[config.mk]
export PLATFORM = sky130hd
export DESIGN_NAME = flash_spi_responder
export DESIGN_NICKNAME = d
export VERILOG_FILES = /design/src/rtl/flash_spi_pkg.sv /design/src/rtl/spi_edge_gen.sv /design/src/rtl/flash_spi_responder.sv
export SDC_FILE = /design/constraint.sdc
export NUM_CORES = 1
export LEC_CHECK = 0
export ABC_AREA = 1
export CAP_MARGIN = 0
export CORE_UTILIZATION = 50
export CTS_CLUSTER_SIZE = 8
export DETAILED_ROUTE_END_ITERATION = 10
export GPL_ROUTABILITY_DRIVEN = 0
export PLACE_DENSITY = 0.76
export SYNTH_ARGS = -nofsm -noshare
export SYNTH_HDL_FRONTEND = slang
export SYNTH_HIERARCHICAL = 1
export SYNTH_SLANG_ARGS = --single-unit
[constraint.sdc]
create_clock -name clk -period 1.68 [get_ports clk]
set_input_delay 0.336 -clock clk [delete_from_list [all_inputs] [get_ports clk]]
set_output_delay 0.336 -clock clk [all_outputs]
set_load 0.05 [all_outputs]
[src/rtl/flash_spi_pkg.sv]
`default_nettype none
// ============================================================================
// flash_spi_pkg - state encoding and SPI-flash READ frame constants. Rev 1.0
// ============================================================================
package flash_spi_pkg;

  typedef enum logic [1:0] {
    ST_IDLE  = 2'd0,
    ST_SHIFT = 2'd1,
    ST_DONE  = 2'd2,
    ST_GAP   = 2'd3
  } state_e;

  localparam logic [7:0] READ_CMD = 8'h03;
  localparam int CMD_BITS   = 8;
  localparam int ADDR_BITS  = 24;
  localparam int DATA_BITS  = 32;
  localparam int FRAME_BITS = 64;

endpackage
`default_nettype wire

[src/rtl/spi_edge_gen.sv]
`default_nettype none
// ============================================================================
// spi_edge_gen - mode-0 SCK divider with one-cycle rise/fall strobes. Rev 1.0
// ============================================================================
module spi_edge_gen #(
  parameter int CLK_DIV = 2
) (
  input  logic clk,
  input  logic rst_n,
  input  logic en,
  output logic sck,
  output logic rise,
  output logic fall
);

  localparam int CNT_W = (CLK_DIV > 1) ? $clog2(CLK_DIV) : 1;
  localparam logic [CNT_W-1:0] LAST = CNT_W'(CLK_DIV - 1);

  logic [CNT_W-1:0] cnt_d, cnt_q;
  logic             sck_d, sck_q;
  logic             tick;

  // Strobes mark the cycle before sck toggles, so the consumer acts on the same edge.
  assign tick = en && (cnt_q == LAST);
  assign rise = tick && !sck_q;
  assign fall = tick && sck_q;
  assign sck  = sck_q;

  always_comb begin
    cnt_d = cnt_q;
    sck_d = sck_q;
    if (!en) begin
      cnt_d = '0;
      sck_d = 1'b0;
    end else if (tick) begin
      cnt_d = '0;
      sck_d = !sck_q;
    end else begin
      cnt_d = cnt_q + 1'b1;
    end
  end

  always_ff @(posedge clk or negedge rst_n) begin
    if (!rst_n) begin
      cnt_q <= '0;
      sck_q <= 1'b0;
    end else begin
      cnt_q <= cnt_d;
      sck_q <= sck_d;
    end
  end

endmodule
`default_nettype wire

[src/rtl/flash_spi_responder.sv]
`default_nettype none
// ============================================================================
// flash_spi_responder - Avalon-MM word reads served by SPI-flash READ frames. Rev 1.0
// ============================================================================
module flash_spi_responder
  import flash_spi_pkg::*;
#(
  parameter int ADDR_W  = 22,
  parameter int CLK_DIV = 2,
  parameter int CS_GAP  = 4
) (
  input  logic              clk,
  input  logic              rst_n,
  input  logic              flash_mem_read,
  input  logic [ADDR_W-1:0] flash_mem_address,
  output logic              flash_mem_waitrequest,
  output logic [31:0]       flash_mem_readdata,
  output logic              flash_mem_readdatavalid,
  output logic              spi_sck,
  output logic              spi_cs_n,
  output logic              spi_mosi,
  input  logic              spi_miso
);

  localparam int BIT_W = $clog2(FRAME_BITS);
  localparam int GAP_W = $clog2(CS_GAP + 1);
  localparam int TX_W  = CMD_BITS + ADDR_BITS;
  localparam logic [GAP_W-1:0] GAP_LAST = GAP_W'((CS_GAP > 1) ? CS_GAP - 2 : 0);

  state_e                 state_d, state_q;
  logic [BIT_W-1:0]       bit_d, bit_q;
  logic [GAP_W-1:0]       gap_d, gap_q;
  logic [TX_W-1:0]        tx_d, tx_q;
  logic [DATA_BITS-1:0]   rx_d, rx_q;
  logic                   wait_d, wait_q;
  logic                   cs_n_d, cs_n_q;
  logic                   mosi_d, mosi_q;
  logic                   rdv_d, rdv_q;
  logic [31:0]            rdata_d, rdata_q;
  logic [ADDR_BITS-1:0]   byte_addr;
  logic                   sck_rise, sck_fall;

  assign byte_addr = ADDR_BITS'({flash_mem_address, 2'b00});

  spi_edge_gen #(.CLK_DIV(CLK_DIV)) u_edge (
    .clk  (clk),
    .rst_n(rst_n),
    .en   (state_q == ST_SHIFT),
    .sck  (spi_sck),
    .rise (sck_rise),
    .fall (sck_fall)
  );

  always_comb begin
    state_d = state_q;
    bit_d   = bit_q;
    gap_d   = gap_q;
    tx_d    = tx_q;
    rx_d    = rx_q;
    wait_d  = wait_q;
    cs_n_d  = cs_n_q;
    mosi_d  = mosi_q;
    rdv_d   = 1'b0;
    rdata_d = rdata_q;
    case (state_q)
      ST_IDLE: begin
        wait_d = 1'b0;
        cs_n_d = 1'b1;
        mosi_d = 1'b0;
        bit_d  = '0;
        gap_d  = '0;
        if (flash_mem_read) begin
          state_d = ST_SHIFT;
          wait_d  = 1'b1;
          cs_n_d  = 1'b0;
          mosi_d  = READ_CMD[7];
          tx_d    = {READ_CMD[6:0], byte_addr, 1'b0};
        end
      end
      ST_SHIFT: begin
        if (sck_rise && (bit_q >= BIT_W'(TX_W)))
          rx_d = {rx_q[DATA_BITS-2:0], spi_miso};
        if (sck_fall) begin
          if (bit_q == BIT_W'(FRAME_BITS - 1)) begin
            state_d = ST_DONE;
            cs_n_d  = 1'b1;
            mosi_d  = 1'b0;
            rdv_d   = 1'b1;
            // First byte on the wire lands in the least significant lane.
            rdata_d = {rx_q[7:0], rx_q[15:8], rx_q[23:16], rx_q[31:24]};
          end else begin
            bit_d  = bit_q + 1'b1;
            mosi_d = tx_q[TX_W-1];
            tx_d   = {tx_q[TX_W-2:0], 1'b0};
          end
        end
      end
      ST_DONE: begin
        gap_d = '0;
        if (CS_GAP > 1) begin
          state_d = ST_GAP;
        end else begin
          state_d = ST_IDLE;
          wait_d  = 1'b0;
        end
      end
      default: begin
        if (gap_q == GAP_LAST) begin
          state_d = ST_IDLE;
          wait_d  = 1'b0;
        end else begin
          gap_d = gap_q + 1'b1;
        end
      end
    endcase
  end

  always_ff @(posedge clk or negedge rst_n) begin
    if (!rst_n) begin
      state_q <= ST_IDLE;
      bit_q   <= '0;
      gap_q   <= '0;
      tx_q    <= '0;
      rx_q    <= '0;
      wait_q  <= 1'b0;
      cs_n_q  <= 1'b1;
      mosi_q  <= 1'b0;
      rdv_q   <= 1'b0;
      rdata_q <= '0;
    end else begin
      state_q <= state_d;
      bit_q   <= bit_d;
      gap_q   <= gap_d;
      tx_q    <= tx_d;
      rx_q    <= rx_d;
      wait_q  <= wait_d;
      cs_n_q  <= cs_n_d;
      mosi_q  <= mosi_d;
      rdv_q   <= rdv_d;
      rdata_q <= rdata_d;
    end
  end

  assign flash_mem_waitrequest   = wait_q;
  assign flash_mem_readdata      = rdata_q;
  assign flash_mem_readdatavalid = rdv_q;
  assign spi_cs_n                = cs_n_q;
  assign spi_mosi                = mosi_q;

endmodule
`default_nettype wire

# Yosys cells after proc, flatten, opt, wreduce, memory -nomap -nowiden
# Index checks and enable logic that the tools add are counted.
dict set report totals {
  output_inout_bits 37
  in_bits 26
  word_cells 79
  ff_bits 113
}
dict set report classes {
  bitwise_logic 2
  n_mux 31
  n_addsub 3
  magnitude_cmp 1
  reduce_logical 20
  n_eq_ne 10
}
# cell count
set ops {}
lappend ops {{32-bit 2-to-1 mux} 3}
lappend ops {{32-bit one-hot mux with 2 select lines} 1}
lappend ops {{1-bit 2-to-1 mux} 14}
lappend ops {{6-bit 2-to-1 mux} 2}
lappend ops {{2-bit != test (second input constant)} 6}
lappend ops {{6-bit one-hot mux with 2 select lines} 1}
lappend ops {{3-bit AND reduction} 3}
lappend ops {{2-bit 2-to-1 mux} 4}
lappend ops {{2-bit AND reduction} 4}
lappend ops {{4-bit AND reduction} 2}
lappend ops {{6-bit by 1-bit adder with 6-bit output (second input constant)} 1}
lappend ops {{6-bit == test (second input constant)} 1}
lappend ops {{6-bit greater-or-equal comparator (second input constant)} 1}
lappend ops {{1-bit one-hot mux with 2 select lines} 3}
lappend ops {{2-bit one-hot mux with 3 select lines} 1}
lappend ops {{3-bit one-hot mux with 2 select lines} 1}
lappend ops {{1-bit logical AND} 4}
lappend ops {{2-bit nonzero test} 2}
lappend ops {{4-bit nonzero test} 1}
lappend ops {{2-bit OR reduction} 2}
lappend ops {{3-bit by 1-bit adder with 3-bit output (second input constant)} 1}
lappend ops {{3-bit by 2-bit == test with 1-bit output (second input constant)} 1}
lappend ops {{3-bit 2-to-1 mux} 1}
lappend ops {{2-bit by 1-bit == test with 1-bit output (second input constant)} 1}
lappend ops {{other kinds (5)} 6}

# Longest topological paths before layout
dict set report depth {
  word_depth 5
  mapped_depth 13
  ltp_nobuf 11
}

# Hierarchy
# The synthesis kept the hierarchy.
# module instances area_each_um2 seq_area_each_um2 cells_each
set modules_own_cells {}
lappend modules_own_cells {flash_spi_responder 1 4787.1 2703.8 476}
lappend modules_own_cells {spi_edge_gen 1 90.1 50.0 12}

# Worst setup path before layout
# No wires, ideal clock.
dict set report synth_path {
  path_kind {register -> register}
  start {register u_edge.sck_q, in the netlist u_edge/sck}
  end {register tx_q[24]}
  path_buffers 2
  synth_period_minus_slack_ps 1848
  arrival_time_ps 1726
  slack_ps -168
  t_required_ps 1558
  setup_time_ps 122
  stages_incl_launch_ff 12
  cell_sequence {dfrtp_1 -> inv_1 -> nor2_1 -> inv_2 -> nand2_1 -> o21ai_1 -> inv_2 -> nand3_4 -> buf_12 -> buf_12 -> nand2_2 -> o21ai_2}
}
dict set report synth_between {
  elab_chain_cells 3
}
# element line_no
set synth_rtl {}
lappend synth_rtl {{from (decl)} spi_edge_gen.sv:20} ;# logic sck_d, sck_q;
lappend synth_rtl {{from (signal assigned)} spi_edge_gen.sv:49} ;# sck_q <= sck_d;
lappend synth_rtl {{1-bit logical AND} spi_edge_gen.sv:26} ;# assign fall = tick && sck_q;
lappend synth_rtl {{named net sck_fall} flash_spi_responder.sv:41} ;# logic sck_rise, sck_fall;
lappend synth_rtl {{2-bit != test (no source line)} --}
lappend synth_rtl {{4-bit AND reduction (no source line)} --}
lappend synth_rtl {{to (signal assigned)} flash_spi_responder.sv:134} ;# tx_q <= tx_d;
lappend synth_rtl {{to (decl)} flash_spi_responder.sv:33} ;# logic [TX_W-1:0] tx_d, tx_q;
# The timed path passes the listed nets, and every way through them passes these cells.
# A chain may end at the register's enable or synchronous reset.

# Worst setup path after layout
dict set report layout_path {
  start {register state_q[1]}
  end {register tx_q[31]}
}
dict set report layout_between {
  elab_chain_cells 5
  word_cells_on_any_way 10
  classes_between {eq/ne (4); mux (1); reduce/logical (5)}
}
# element line_no
set layout_rtl {}
lappend layout_rtl {{from (decl)} flash_spi_responder.sv:30} ;# state_e state_d, state_q;
lappend layout_rtl {{from (signal assigned)} flash_spi_responder.sv:131} ;# state_q <= state_d;
lappend layout_rtl {{2-bit by 1-bit == test with 1-bit output} flash_spi_responder.sv:48} ;# .en (state_q == ST_SHIFT),
lappend layout_rtl {{1-bit logical AND} spi_edge_gen.sv:24} ;# assign tick = en && (cnt_q == LAST);
lappend layout_rtl {{1-bit logical AND} spi_edge_gen.sv:26}
lappend layout_rtl {{named net sck_fall} flash_spi_responder.sv:41}
lappend layout_rtl {{2-bit != test (no source line)} --}
lappend layout_rtl {{4-bit AND reduction (no source line)} --}
# The timed path passes the listed nets, and every way through them passes these cells.

==> flow_summary.toml <==
[min_path]
hold_path.class = "input port to async pin"

[floorplanning]
dieArea_um2 = 10200
start_util_pct = 52.3
fp.dieH_um = 101
die_x_um = 101
core_um2 = 9330
io_pins = 63
rows = 35

[global_routing]
antenna_found_initial = 0
grt_remaining_overflow = 0
grt_usage_pct = 18.8
first_global_vias = 3373
grt_pass1_wl_mm = 15.1
grt_max_degree = 65

[routing]
drc = 0
wl_per_cell_um = 14.3
first_iter_violations = 154
ant_nets = 0
wirelength_mm = 10.1
viasPerCell = 5.01
vias = 3552
first_pass_iters = 5

[synth]
yosys.area_share.simple_pct = 14.9
synth_top_family_by_area = "simple AND/OR/NAND/NOR gates"
synth_edf_count = 0
syn_area_um2 = 4880
synth_warnings = 6
postSynth.asyncResetShare_pct = 100
yosysMostFrequentCell = "dfrtp_1"
synthAdderAreaFrac_pct = 2.05
synth_xor_area_share_pct = 0.180
ys_top_cells_by_area = "dfrtp_1 56%, nand2_1 8.3%, o21ai_0 5.1%"
ys_seq_area_share_pct = 56.5
syn_avg_cell_area_um2 = 9.99
yosys-top-cells-count = "109 x dfrtp_1, 108 x nand2_1, 50 x inv_1, 50 x o21ai_0, 28 x o21ai_2"
synth_flop_cell = "dfrtp_1"
syn-num-nets = 522
synthCells = 488
muxShareOfSynthArea_pct = 4.31
synth_top_area_share_pct = 55.9
ys_seq_elements = 110
synth_cell_type_count = 29
synth-compound-area-share_pct = 13.8
yosys.area.top_type = "dfrtp_1"

[clock_tree]
cts-root-buf = "clkbuf_8"
cts_tree = "built"
numCtsBuffers = 9
clk_path_buf_depth = 2
clkSinkCount = 110
clk_latency_ns = 0.37
cts_max_level = 3
clk_pin_slew_ns = 0.10

[worst_setup_path]
reg2reg_from = "state_q[1]$_DFFE_PN0P_"
crit_chain = "inv_2, ha_4, nand2_4, nor2_4, inv_2, nand2_2, o21ai_2, inv_2, nand3_4, buf_6, nand2_1, o21ai_1"
cpLargestDelayFamily = "simple AND/OR/NAND/NOR gates"
cp_common_cell = "inv_2"
cpPeakStageDelay_ns = 0.41
setup.worst_path.class = "register to register"
cpMaxStageDelayCell = "dfrtp_1"
worst_ep_required_time_ns = 1.93
critical_path_buf_inv_count = 4
path_max_fanout = 8
endpoint_kind = "register"
cp-start-kind = "register"
startpoint = "state_q[1]$_DFFE_PN0P_"
arrival_ns = 1.98

[status]
status = "finished, violations left"
failed_checks = "negative setup slack"

[placed_design]
dp.cells = 674
place_worst_setup_slack_ns = 0.0443
port_buffers = 62
dp_hpwl_mm = 6.01

[final_layout]
drive_gt1_share_pct = 30.2
syn_to_final_growth_pct = 27.5
insertedDiodeCount = 0
stdcell_count = 709
final_net_count = 610

[sta]
slew_headroom_pct = 71.6
min_period_ns = 1.72
slew_viol_final = 0
max_freq_mhz = 581
tightest_slew_ns = 0.425
hold_viol = 0
fin_setup_tns_ns = -0.961
whs_ns = 0.433
setup_ws_ns = -0.0413
fin_worst_skew_ns = 0.00948
finalSetupViolCount = 55
rsz0062_at_grt = "true"
fin_crit_sh_pct = 102

[pwr]
power.total_mw = 8.70
ir_drop_uv = 645
leakage_nw = 2.86
powerDensity_nw_per_um2 = 1400

[run]
cap_violations = 0
metal layers:
metal | global-route usage (%) | wire length [um] | up-vias | part of all wire [%]
li1 | - | - | 1745 | -
met1 | 25.3 | 4680 | 1715 | 46
met2 | 30.8 | 4900 | 79 | 48
met3 | 4.30 | 434 | 13 | 4.3
met4 | 5.02 | 107 | 0 | 1.1
met5 | 0 | 0 | - | 0
stage by stage:
step	cell area [um^2]	utilization, %
CTS	5840	62.6
floorplan	4900	-
global placement	5620	60.3
global route	6220	66.7
detailed placement	5620	60.3
finish	6220	66.7
cell usage in the layout, fill, tap and decap left out, types with 2 or more instances in the layout:
cell             Yosys  final
a21oi_1              4      4
nand4_1              2      2
nand3_1             12     11
inv_1               50     48
o22ai_1              2      2
nand3_4              2      2
o21ai_1             26     27
inv_2                2      4
buf_6                6      6
clkbuf_8             0     10
dfrtp_1            109    108
buf_12               3     10
nand3_2              0      2
o21ai_0             50     45
nor2_1              13     11
clkdlybuf4s50_1      0     24
nand2_1            108     92
mux2i_1             21     21
nor2_4               1      2
ha_1                 8      6
o21ai_2             28     32
buf_4                4     52
nand2_2             21     36
clkbuf_16            0      7
area by class of cell:
type | instances | area (um^2)
multi-input combinational | 303 | 1820
sequential | 110 | 2760
fill | 709 | 3110
inverter | 52 | 195
clock buffer | 10 | 138
clock inverter | 5 | 66.3
tap | 129 | 161
timing repair buffer | 100 | 1080
logic make-up after synthesis:
family	after synthesis
compound gates	112
flops	110
simple gates	160
xor+xnor	1
fa+ha+maj	8
buf+inv	76
mux	21
power by group:
part / total, mW / switching [mW] / internal [mW] / leakage (nW)
Clock: 1.66 / 0.916 / 0.742 / 0.101
Sequential: 3.40 / 0.310 / 3.09 / 1.48
Combinational: 3.64 / 1.94 / 1.70 / 1.27
Total: 8.70 / 3.17 / 5.53 / 2.86
sequential cells by signal (all words and copies together) (netlist names), 2 cells and up:
| name | flops |
|---|---|
| gap_q | 3 |
| bit_q | 6 |
| tx_q | 29 |
| state_q | 2 |
| flash_mem_readdata | 32 |
| rx_q | 32 |
worst paths after layout:
check	to	slack, ns	cells after the start
min in group clk	rx_q[20]$_DFFE_PN0P_	0.49	2
max in group asynchronous	tx_q[7]$_DFFE_PN0P_	0.65	3
worst min register to register	rx_q[20]$_DFFE_PN0P_	0.49	2
worst max-delay path	tx_q[31]$_DFFE_PN0P_	-0.04	12
worst max register to register	tx_q[31]$_DFFE_PN0P_	-0.04	12
worst min-delay path	tx_q[6]$_DFFE_PN0P_	0.43	2
repair_timing:
action / CTS / global route
resized for setup: 0 / 34
hold buffers: 1 / 0
hold endpoints to repair: 26 / 0
endpoints found under the setup margin: 0 / 37
setup buffers: 0 / 7
Note: power is estimated with default switching activity, not from simulation.
